File: config.mk
export PLATFORM = sky130hd
export DESIGN_NAME = axis_nn_result_streamer_flat
export DESIGN_NICKNAME = d
export VERILOG_FILES = /design/src/rtl/nn_axis_pkg.sv /design/src/rtl/axis_nn_result_streamer_if.sv /design/src/rtl/nn_lane_packer.sv /design/src/rtl/axis_nn_result_streamer.sv /design/src/flat_wrapper.sv
export SDC_FILE = /design/constraint.sdc
export NUM_CORES = 1
export LEC_CHECK = 0
export BUFFER_PORTS_ARGS = -buffer_cell sky130_fd_sc_hd__buf_2
export CAP_MARGIN = 40
export CORE_ASPECT_RATIO = 0.8
export CORE_MARGIN = 5
export CORE_UTILIZATION = 61
export CTS_CLUSTER_SIZE = 16
export DETAILED_ROUTE_END_ITERATION = 16
export MAX_ROUTING_LAYER = met4
export PLACE_DENSITY = 0.81
export REMOVE_ABC_BUFFERS = 1
export SLEW_MARGIN = 30
export SYNTH_ARGS = -nofsm -noshare
export SYNTH_HDL_FRONTEND = slang
export SYNTH_SLANG_ARGS = --single-unit
File: constraint.sdc
create_clock -name aclk -period 3.76 [get_ports aclk]
set_clock_uncertainty 0.2 [all_clocks]
set_input_delay 0.752 -clock aclk [delete_from_list [all_inputs] [get_ports aclk]]
set_output_delay 0.752 -clock aclk [all_outputs]
set_load 0.02 [all_outputs]
File: src/rtl/nn_axis_pkg.sv
// Shared definitions for the NN classifier AXI4-Stream blocks (MM2S loader
// and S2MM result streamer): beat geometry, FSM state encoding, pad value.
package nn_axis_pkg;

  localparam int AXIS_DATA_W = 64;
  localparam int LANE_W      = 16;
  localparam int LANES       = 4;

  // Lane value used for result slots past the end of a frame.
  localparam logic [LANE_W-1:0] LANE_PAD = 16'h0000;

  // Streamer FSM states.
  typedef enum logic [2:0] {
    ST_IDLE    = 3'd0,
    ST_FETCH   = 3'd1,
    ST_CAPTURE = 3'd2,
    ST_SEND    = 3'd3,
    ST_DONE    = 3'd4
  } nn_state_e;

endpackage

File: src/rtl/axis_nn_result_streamer_if.sv
// AXI4-Stream bundle between the result streamer and the S2MM DMA channel.
interface axis_nn_result_streamer_if import nn_axis_pkg::*; ();

  logic [AXIS_DATA_W-1:0] tdata;
  logic                   tvalid;
  logic                   tlast;
  logic                   tready;

  modport master (
    output tdata,
    output tvalid,
    output tlast,
    input  tready
  );

  modport slave (
    input  tdata,
    input  tvalid,
    input  tlast,
    output tready
  );

endinterface

File: src/rtl/nn_lane_packer.sv
// Collects up to four 16-bit results into one 64-bit beat, first result in
// the most significant lane, unused lanes padded with zero. dout already
// includes the datum presented this cycle, so the beat can be registered on
// the same edge that absorbs the last read.
module nn_lane_packer import nn_axis_pkg::*; (
  input  logic                   clk,
  input  logic                   rst_n,
  input  logic                   load_en,
  input  logic                   clear,
  input  logic [LANE_W-1:0]      din,
  output logic [AXIS_DATA_W-1:0] dout
);

  logic [AXIS_DATA_W-1:0] shift_q, shift_d, shift_view;
  logic [2:0]             lane_q, lane_d, lane_view;

  // Present the beat as it stands once this cycle's datum is included,
  // left-aligned so word 0 of the beat sits in the top lane.
  always_comb begin
    shift_view = load_en ? {shift_q[AXIS_DATA_W-LANE_W-1:0], din} : shift_q;
    lane_view  = lane_q + {2'b00, load_en};
    case (lane_view)
      3'd1:    dout = {shift_view[LANE_W-1:0], LANE_PAD, LANE_PAD, LANE_PAD};
      3'd2:    dout = {shift_view[2*LANE_W-1:0], LANE_PAD, LANE_PAD};
      3'd3:    dout = {shift_view[3*LANE_W-1:0], LANE_PAD};
      3'd4:    dout = shift_view;
      default: dout = {LANE_PAD, LANE_PAD, LANE_PAD, LANE_PAD};
    endcase
    shift_d = clear ? '0 : shift_view;
    lane_d  = clear ? 3'd0 : lane_view;
  end

  // Shift register and lane count; clear wins so the next beat starts empty.
  always_ff @(posedge clk or negedge rst_n) begin
    if (!rst_n) begin
      shift_q <= '0;
      lane_q  <= 3'd0;
    end else begin
      shift_q <= shift_d;
      lane_q  <= lane_d;
    end
  end

endmodule

File: src/rtl/axis_nn_result_streamer.sv
// S2MM-side streamer: on start, reads N_WORDS results from the xout BRAM,
// packs four per beat and sends the beats out with tlast on the final one.
// One beat is fetched, captured and sent at a time; no overlap across beats.
module axis_nn_result_streamer import nn_axis_pkg::*; #(
  parameter int N_WORDS = 10,
  parameter int ADDR_W  = 4
) (
  input  logic                 aclk,
  input  logic                 aresetn,
  input  logic                 start,
  output logic                 ready,
  output logic                 done,
  output logic                 xout_enb,
  output logic [ADDR_W-1:0]    xout_addrb,
  input  logic [LANE_W-1:0]    xout_doutb,
  axis_nn_result_streamer_if.master m_axis
);

  localparam logic [2:0] S_IDLE    = ST_IDLE;
  localparam logic [2:0] S_FETCH   = ST_FETCH;
  localparam logic [2:0] S_CAPTURE = ST_CAPTURE;
  localparam logic [2:0] S_SEND    = ST_SEND;
  localparam logic [2:0] S_DONE    = ST_DONE;

  // Word counter must be able to hold N_WORDS itself (up to 16).
  localparam logic [4:0] LAST_W = 5'(N_WORDS);

  logic [2:0]             state_q, state_d;
  logic [4:0]             w_q, w_d;
  logic                   rd_valid_q;
  logic [AXIS_DATA_W-1:0] tdata_q, tdata_d;
  logic                   tvalid_q, tvalid_d;
  logic                   tlast_q, tlast_d;
  logic [AXIS_DATA_W-1:0] pk_dout;
  logic                   pk_clear;

  assign ready      = (state_q == S_IDLE);
  assign done       = (state_q == S_DONE);
  assign xout_enb   = (state_q == S_FETCH);
  assign xout_addrb = xout_enb ? ADDR_W'(w_q) : '0;
  assign pk_clear   = (state_q == S_CAPTURE) || (state_q == S_IDLE);

  assign m_axis.tdata  = tdata_q;
  assign m_axis.tvalid = tvalid_q;
  assign m_axis.tlast  = tlast_q;

  nn_lane_packer u_packer (
    .clk     (aclk),
    .rst_n   (aresetn),
    .load_en (rd_valid_q),
    .clear   (pk_clear),
    .din     (xout_doutb),
    .dout    (pk_dout)
  );

  // Frame sequencing: fetch up to four words, capture the beat, hand it off.
  always_comb begin
    state_d  = state_q;
    w_d      = w_q;
    tdata_d  = tdata_q;
    tvalid_d = tvalid_q;
    tlast_d  = tlast_q;
    case (state_q)
      S_IDLE: begin
        if (start) begin
          state_d = S_FETCH;
          w_d     = 5'd0;
        end
      end
      S_FETCH: begin
        w_d = w_q + 5'd1;
        if ((w_q[1:0] == 2'd3) || (w_d == LAST_W)) begin
          state_d = S_CAPTURE;
        end
      end
      S_CAPTURE: begin
        tdata_d  = pk_dout;
        tvalid_d = 1'b1;
        tlast_d  = (w_q == LAST_W);
        state_d  = S_SEND;
      end
      S_SEND: begin
        if (tvalid_q && m_axis.tready) begin
          tvalid_d = 1'b0;
          tlast_d  = 1'b0;
          state_d  = tlast_q ? S_DONE : S_FETCH;
        end
      end
      S_DONE: begin
        state_d = S_IDLE;
      end
      default: begin
        state_d = S_IDLE;
      end
    endcase
  end

  // State, word counter, read-data-valid delay and AXIS output register.
  always_ff @(posedge aclk or negedge aresetn) begin
    if (!aresetn) begin
      state_q    <= S_IDLE;
      w_q        <= 5'd0;
      rd_valid_q <= 1'b0;
      tdata_q    <= '0;
      tvalid_q   <= 1'b0;
      tlast_q    <= 1'b0;
    end else begin
      state_q    <= state_d;
      w_q        <= w_d;
      rd_valid_q <= xout_enb;
      tdata_q    <= tdata_d;
      tvalid_q   <= tvalid_d;
      tlast_q    <= tlast_d;
    end
  end

endmodule

File: src/flat_wrapper.sv
// flat-port wrapper written by rule: the top's interface ports become plain ports
module axis_nn_result_streamer_flat import nn_axis_pkg::*;
#(
  parameter int N_WORDS = 10,
  parameter int ADDR_W  = 4
)
  (aclk, aresetn, start, ready, done, xout_enb, xout_addrb, xout_doutb, m_axis_tdata, m_axis_tvalid, m_axis_tlast, m_axis_tready);
  axis_nn_result_streamer_if m_axis_i ();
  input  logic aclk;
  input  logic aresetn;
  input  logic start;
  output logic ready;
  output logic done;
  output logic xout_enb;
  output logic [ADDR_W-1:0] xout_addrb;
  input  logic [LANE_W-1:0] xout_doutb;
  output wire logic [$bits(m_axis_i.tdata)-1:0] m_axis_tdata;
  output wire logic [$bits(m_axis_i.tvalid)-1:0] m_axis_tvalid;
  output wire logic [$bits(m_axis_i.tlast)-1:0] m_axis_tlast;
  input wire logic [$bits(m_axis_i.tready)-1:0] m_axis_tready;
  assign m_axis_tdata = m_axis_i.tdata;
  assign m_axis_tvalid = m_axis_i.tvalid;
  assign m_axis_tlast = m_axis_i.tlast;
  assign m_axis_i.tready = m_axis_tready;
  axis_nn_result_streamer #(.N_WORDS(N_WORDS), .ADDR_W(ADDR_W)) u_core (.aclk(aclk), .aresetn(aresetn), .start(start), .ready(ready), .done(done), .xout_enb(xout_enb), .xout_addrb(xout_addrb), .xout_doutb(xout_doutb), .m_axis(m_axis_i));
endmodule
==> results of run 1 <==
[state kept, by name, summed over array words and instances, names as in the netlist]
| signal | flops |
|---|---|
| u_core.m_axis.tdata | 64 |
| u_core.w_q | 5 |
| u_core.m_axis.tlast | 1 |
| u_core.state_q | 3 |
| u_core.u_packer.shift_q | 64 |
| u_core.m_axis.tvalid | 1 |
| u_core.u_packer.lane_q | 3 |
| u_core.rd_valid_q | 1 |
[worst min path at each step]
| stage | endpoint | from | cells after the start | slack, ns |
|---|---|---|---|---|
| after floorplan | u_core.m_axis.tdata[0] | aresetn | 0 | 0.26 |
| after global placement | u_core.m_axis.tdata[32] | u_core.m_axis.tdata[32] | 2 | 0.25 |
| after detailed placement | u_core.m_axis.tdata[52] | u_core.m_axis.tdata[52] | 2 | 0.26 |
| after CTS | u_core.m_axis.tdata[25] | aresetn | 1 | 0.26 |
| after global routing | u_core.m_axis.tdata[25] | aresetn | 1 | 0.07 |
| final | u_core.m_axis.tdata[6] | aresetn | 1 | 0.05 |
[kinds of logic after synthesis]
| group | count (synthesis) | synth area share (%) |
|---|---|---|
| and+or+nand+nor | 200 | 12.8 |
| AOI/OAI and AO/OA | 142 | 14.4 |
| DFF | 142 | 56.9 |
| muxes | 64 | 10.3 |
| buffers and inverters | 49 | 4.07 |
| adders and majority gates | 5 | 1.00 |
| xor gates and xnor gates | 4 | 0.562 |
[layout by cell type (no fill, tap or decap), types with 2 or more instances in the layout]
cell,netlist,layout
o21ai_0,26,26
and3_1,2,2
buf_12,0,2
xor2_1,3,3
nand3_1,4,3
clkbuf_8,0,3
nand3b_1,2,2
nor2_1,86,85
o21ai_1,17,17
bufinv_16,0,4
buf_4,3,7
clkbuf_16,0,17
nor3b_1,3,3
a22o_1,16,16
clkbuf_1,23,2
buf_2,11,91
o22ai_1,64,64
ha_1,5,5
o31ai_1,16,16
inv_1,3,3
buf_16,0,3
clkinv_2,0,3
dfrtp_1,142,141
clkinv_4,0,2
nand2_1,96,95
nor2b_1,4,4
mux2i_1,64,64
[where the power goes]
part           switching, W  internal [W]  total [W]
clock network      0.000619       0.00116    0.00178
logic               0.00174      0.000861    0.00261
registers          0.000299       0.00199    0.00229
total               0.00266       0.00402    0.00668
[final cells by class]
cell class	instances	area [µm²]	area share, %
clock buffer	22	474	6.33
clock inverter	10	160	2.14
inverter	3	11.3	0.150
multi-input combinational	415	2460	32.8
sequential	142	3560	47.5
tap	140	175	2.34
timing repair buffer	105	657	8.76
[critical path: cells and delay by family (launching register included)]
family,cells,cell delay [ns]
adders and majority gates,2,0.39
DFF,1,0.47
buffers and inverters,1,0.45
AOI/OAI and AO/OA,2,0.29
and+or+nand+nor,2,0.68
xor gates and xnor gates,1,0.47
[stage by stage]
step / instances / TNS (ns) / setup slack, ns / area [µm²]
after floorplan: 560 / -154.54 / -2.67 / 6000
final: 837 / 0 / 0.735 / 7500
after global placement: 800 / 0 / 0.945 / 6740
after detailed placement: 803 / 0 / 0.861 / 6810
after global routing: 837 / 0 / 0.562 / 7500
after CTS: 835 / 0 / 0.846 / 7440
[routing by layer]
layer / global-route usage, % / vias to the layer above
met4: 10.4 / 0
met3: 4.94 / 26
met1: 36.2 / 2508
li1: - / 2294
met5: - / -
met2: 39.2 / 230
==> summary.txt, run 1 <==
Run status
  • Status: finished, final reports clean

Synthesis
  • Yosys warnings: 0
  • Synth top area cells: dfrtp_1 57%, mux2i_1 10%, o22ai_1 6.4%
  • Synth top area share: 56.9%
  • Ys flop type: dfrtp_1
  • Post-synth top cells: 142 x dfrtp_1, 96 x nand2_1, 86 x nor2_1, 64 x mux2i_1, 64 x o22ai_1
  • Sequential area share after synthesis: 56.9%
  • Distinct cells, synth: 29
  • Mapped Cells: 606
  • Cell area after synthesis: 6240 µm²
  • Syn avg cell area: 10.3 µm²
  • Count leader, synth: dfrtp_1
  • Async S/R FF share, synth: 100%
  • Number of flops mapped to enable cells by yosys: 0
  • Largest area contributor in the netlist: dfrtp_1
  • FF+latch count, synth: 142

Finish
  • Fin util: 74.1%
  • Final nets: 709
  • Layout cell share with drive strength beyond 1: 20.2%
  • Ant. Diodes: 0
  • Filler instances: 685
  • P&R area growth vs syn: 20.1%

Routing
  • Drt total wl: 14900 µm
  • DR top layer: met4
  • DRC Markers: 0
  • M1 wire length: 6460 µm
  • Routed wl met2: 7210 µm
  • Routed wire length on met3: 1020 µm
  • Iteration-0 DRC count of the detailed router: 468
  • Via Count: 5058
  • DR vias/cell: 6.04
  • Final ANT Viol Nets: 0
  • WL per Instance: 17.8 µm
  • First-pass DRT Iterations: 5

Timing
  • Relative slew slack: 50.1%
  • Worst Tran Pin Value: 0.748 ns
  • Worst Hold Slack: 0.0452 ns
  • Fmax: 331 MHz
  • Slew Limit Fails: 0
  • Final setup vio count: 0
  • RSZ-0062 raised after global routing: no
  • Period utilization: 80.5%
  • Hold Violations, Final: 0
  • Min Tclk post-route: 3.03 ns

Placement
  • Final Wtd Congestion: 0.837
  • Hpwl dp: 8710 µm
  • PortBufs: 92

Setup path
  • Worst r2r src: u_core.rd_valid_q
  • Critical Path Sink Type: flip-flop
  • CP Launch Point: u_core.rd_valid_q
  • Critical path cell sequence: ha_1 > ha_1 > xnor2_1 > nand3b_1 > buf_4 > o22ai_1 > o21ai_1 > nand2_1
  • Worst R2R Path Depth: 8
  • Crit Path Class: flip-flop to flip-flop
  • Worst EP required: 3.91 ns
  • FF-to-FF setup slack: 0.73 ns
  • CP max stage delay: 0.60 ns
  • CP Launch Type: flip-flop
  • Worst-path maximum fanout: 20
  • Worst setup path end: u_core.m_axis.tdata[63]
  • Reg2reg end: u_core.m_axis.tdata[63]
  • Worst path arrival time: 3.18 ns
  • Top cell by count, worst path: ha_1
  • Slowest CP cell: nand3b_1

Floorplanning
  • Die Wd: 123 µm
  • Core area: 10100 µm²
  • Num rows: 33
  • Initial Util: 61.7%
  • Die H: 100 µm
  • Num ports: 93
  • Die area: 12400 µm²

Clock network
  • CTS tree: built
  • Worst-path clk slew: 0.06 ns
  • CTS Hold Bufs: 0
  • H-Tree Depth: 4
  • CTS Root Cell: clkbuf_16
  • Worst-case clock buffer depth: 2
  • TritonCTS Sinks: 142
  • Clock latency on the worst-skew pair: 0.42 ns
  • Resized cells post-CTS: 0
  • Setup bufs post-CTS: 0
  • Cts bufs inserted: 17

Global routing
  • Remaining global-route overflow: 0
  • Largest net degree at the start of global routing: 123
  • Gr usage total: 26.3%
  • First-pass GRT wire length: 24700 µm
  • Initial antenna violation count: 0
  • Vias in the first global route: 4956

Pwr
  • Tot Pwr: 0.00668 W
  • PwrDens: 891 nW/µm²
  • Lkg Pwr: 3.85 nW
  • VDD IR max: 0.617 mV

Hold path
  • Hold Crit Class: primary input to async pin

Job
  • Maxcap violations: 0
Power figures use the tool's default switching activity.
==> run 2, diff against run 1 <==
--- a/config.mk
+++ b/config.mk
@@ -9,11 +9,11 @@
 export CAP_MARGIN = 40
 export CORE_ASPECT_RATIO = 0.8
 export CORE_MARGIN = 5
-export CORE_UTILIZATION = 61
+export CORE_UTILIZATION = 51
 export CTS_CLUSTER_SIZE = 16
 export DETAILED_ROUTE_END_ITERATION = 16
 export MAX_ROUTING_LAYER = met4
-export PLACE_DENSITY = 0.81
+export PLACE_DENSITY = 0.71
 export REMOVE_ABC_BUFFERS = 1
 export SLEW_MARGIN = 30
 export SYNTH_ARGS = -nofsm -noshare
==> constraint.sdc (replaced) <==
create_clock -name aclk -period 2.5 [get_ports aclk]
set_clock_uncertainty 0.2 [all_clocks]
set_input_delay 0.5 -clock aclk [delete_from_list [all_inputs] [get_ports aclk]]
set_output_delay 0.5 -clock aclk [all_outputs]
set_load 0.02 [all_outputs]
==> run 2 against run 1 <==
Against the previous run:
- final area is 1.8% higher
- routed wire length rose by 2.5%
- global-route usage decreased by 4.4 points
- sequential share of layout area fell by 0.86 points
- first-iteration DRC count is 14% lower
- critical endpoint is now u_core.m_axis.tdata[44]
- largest cell class unchanged
==> summary.txt, run 2 (same netlist as run 1, synthesis figures left out) <==
Timing
  • Relative slew slack: 52.6% (+2.4 points)
  • Slew Limit Fails: 0 (unchanged)
  • Worst Tran Pin Value: 0.711 ns (-0.0366 ns)
  • Sum Neg Setup Slack: 0 ns (unchanged)
  • Hold Violations, Final: 0 (unchanged)
  • Worst Hold Slack: 0.182 ns (+0.136 ns)
  • Fmax: 417 MHz (+26%)
  • Final setup vio count: 0 (unchanged)
  • RSZ-0062 raised after global routing: no
  • Min Tclk post-route: 2.40 ns (-0.625 ns)
  • Period utilization: 96.0% (+16 points)
  • Final setup margin: 0.0994 ns (-0.635 ns)

Finish
  • Final nets: 723 (+2.0%)
  • P&R area growth vs syn: 22.3%
  • Layout cell share with drive strength beyond 1: 22.2% (+2.0 points)
  • Most frequent cells in the layout: 141 x dfrtp_1, 95 x nand2_1, 91 x buf_2, 84 x nor2_1
  • Layout Cells excl Fill: 863 (+3.1%)
  • Ant. Diodes: 0 (unchanged)
  • Most common cell after layout, fill and taps aside: dfrtp_1

Global routing
  • Met1 usage: 29.0% (-7.2 points)
  • Largest net degree at the start of global routing: 68 (-45%)
  • Gr usage total: 21.9% (-4.4 points)
  • Met3 usage: 5.30% (+0.37 points)
  • Vias in the first global route: 4806 (-3.0%)
  • First-pass GRT wire length: 24600 µm (-0.42%)
  • Remaining global-route overflow: 0 (unchanged)
  • M2 GR Usage: 34.5% (-4.7 points)
  • Gr busiest metal: met2
  • Initial antenna violation count: 0 (unchanged)

Floorplanning
  • Initial Util: 51.7% (-10 points)
  • Die Wd: 134 µm (+8.6%)
  • Num rows: 36 (+9.1%)
  • Die H: 109 µm (+8.4%)
  • Core area: 12100 µm² (+19%)
  • Die area: 14600 µm² (+18%)
  • Num ports: 93 (unchanged)

Setup path
  • Worst r2r src: u_core.rd_valid_q
  • Critical path cell sequence: ha_1 > ha_1 > xnor2_2 > or3_4 > a21oi_4 > buf_4 > o21ai_0 > nand2_1
  • Slowest CP cell: dfrtp_4
  • Worst EP required: 2.64 ns (-1.27 ns)
  • Worst-path maximum fanout: 6 (-70%)
  • Crit path max-delay family: flip-flops
  • CP max stage delay: 0.49 ns (-0.11 ns)
  • Worst path arrival time: 2.55 ns (-0.63 ns)
  • CP Buf/Inv Count: 1 (unchanged)
  • CP Launch Type: flip-flop
  • CP Launch Point: u_core.rd_valid_q
  • Crit Path Class: flip-flop to flip-flop
  • Top cell by count, worst path: ha_1
  • Critical Path Sink Type: flip-flop

Clock network
  • TritonCTS Sinks: 142 (unchanged)
  • Setup bufs post-CTS: 0 (unchanged)
  • CTS Root Cell: clkbuf_16
  • Clock latency on the worst-skew pair: 0.41 ns (about the same)
  • Worst-case clock buffer depth: 2 (unchanged)
  • CTS tree: built
  • Worst-path clk slew: 0.06 ns (about the same)
  • Cts bufs inserted: 17 (unchanged)
  • H-Tree Depth: 4 (unchanged)

Pwr
  • Lkg Pwr: 3.91 nW (+1.5%)
  • PwrDens: 1340 nW/µm² (+50%)
  • VDD IR max: 0.667 mV (+8.1%)

Run status
  • Status: finished, final reports clean

Placement
  • PortBufs: 92 (unchanged)
  • Hpwl dp: 9310 µm (+6.8%)
  • Post-Place Cells: 829 (+3.2%)
  • Final Wtd Congestion: 0.816 (-2.6%)
  • Worst slack, placed: 0.0791 ns (-0.781 ns)

Routing
  • Iteration-0 DRC count of the detailed router: 401 (-14%)
  • DR vias/cell: 5.78 (-4.3%)
  • DRC Markers: 0 (unchanged)
  • WL per Instance: 17.7 µm (-0.56%)
  • Via Count: 4992 (-1.3%)
  • First-pass DRT Iterations: 5 (unchanged)
  • Final ANT Viol Nets: 0 (unchanged)
  • Drt total wl: 15300 µm (+2.5%)

Hold path
  • Hold Crit Class: primary input to flip-flop
  • HP Start: m_axis_tready

Job
  • Maxcap violations: 0 (unchanged)
==> run 2: changes by cell type in the layout (fill, tap and decap cells not counted), moves of 2 or more <==
cell / delta
clkinv_4: +2
buf_6: +2
clkbuf_8: -3
buf_16: -3
buf_4: +11
buf_12: +3
==> run 2: path summary, 6_finish.rpt <==
| check | cells past startpoint | slack (ns) | to |
|---|---|---|---|
| min in group asynchronous | 2 | 0.43 | u_core.m_axis.tdata[27] |
| worst max register to register | 8 | 0.1 | u_core.m_axis.tdata[44] |
| worst min register to register | 2 | 0.27 | u_core.m_axis.tdata[36] |
| worst max-delay path | 8 | 0.1 | u_core.m_axis.tdata[44] |
| worst min-delay path | 4 | 0.18 | u_core.m_axis.tvalid |
| max in group asynchronous | 3 | 0.99 | u_core.m_axis.tdata[36] |
==> run 2: repair_timing <==
action | 4_1_cts | 5_1_grt
setup endpoints to repair | 0 | 26
hold buffers | 1 | 0
gates resized for setup | 0 | 6
endpoints found under the hold margin | 54 | 0
==> run 2: worst register-to-register path, stage by stage, from the launching register on <==
cell and delay (ns):
dfrtp_4 0.49, ha_1 0.20, ha_1 0.22, xnor2_2 0.16, or3_4 0.38, a21oi_4 0.30, buf_4 0.21, o21ai_0 0.10
nand2_1 0.07
==> run 2: routing by layer <==
layer / up-vias / part of all wire [%] / routed length (µm)
met5: - / 0 / 0
met3: 15 / 5.6 / 854
li1: 2316 / - / -
met2: 167 / 47 / 7270
met1: 2494 / 46 / 7060
met4: 0 / 0.87 / 133
==> run 2: report_power, final <==
group          leakage [nW]  total (W)  internal, W  switching [W]
Sequential             1.94    0.00344      0.00300       0.000446
Clock                 0.314    0.00274      0.00177       0.000963
Combinational          1.66    0.00403      0.00138        0.00265
==> run 2: per-stage QoR <==
stage          util, %  area, µm²  power (W)
5_1_grt           63.2       7630     0.0108
6_report          63.2       7630     0.0102
4_1_cts           62.9       7590     0.0102
3_5_place_dp      57.4       6930    0.00736
2_1_floorplan        -       6000    0.00597
3_3_place_gp      57.4       6930    0.00725
==> run 2: cell type report <==
type                    count  area [µm²]
multi-input cells         415        2470
flip-flops and latches    142        3560
inverters                   3        11.3
well taps                 152         190
fillers                   983        4440
clock inverters            14         216
repair buffers            119         759
clock buffers              18         429
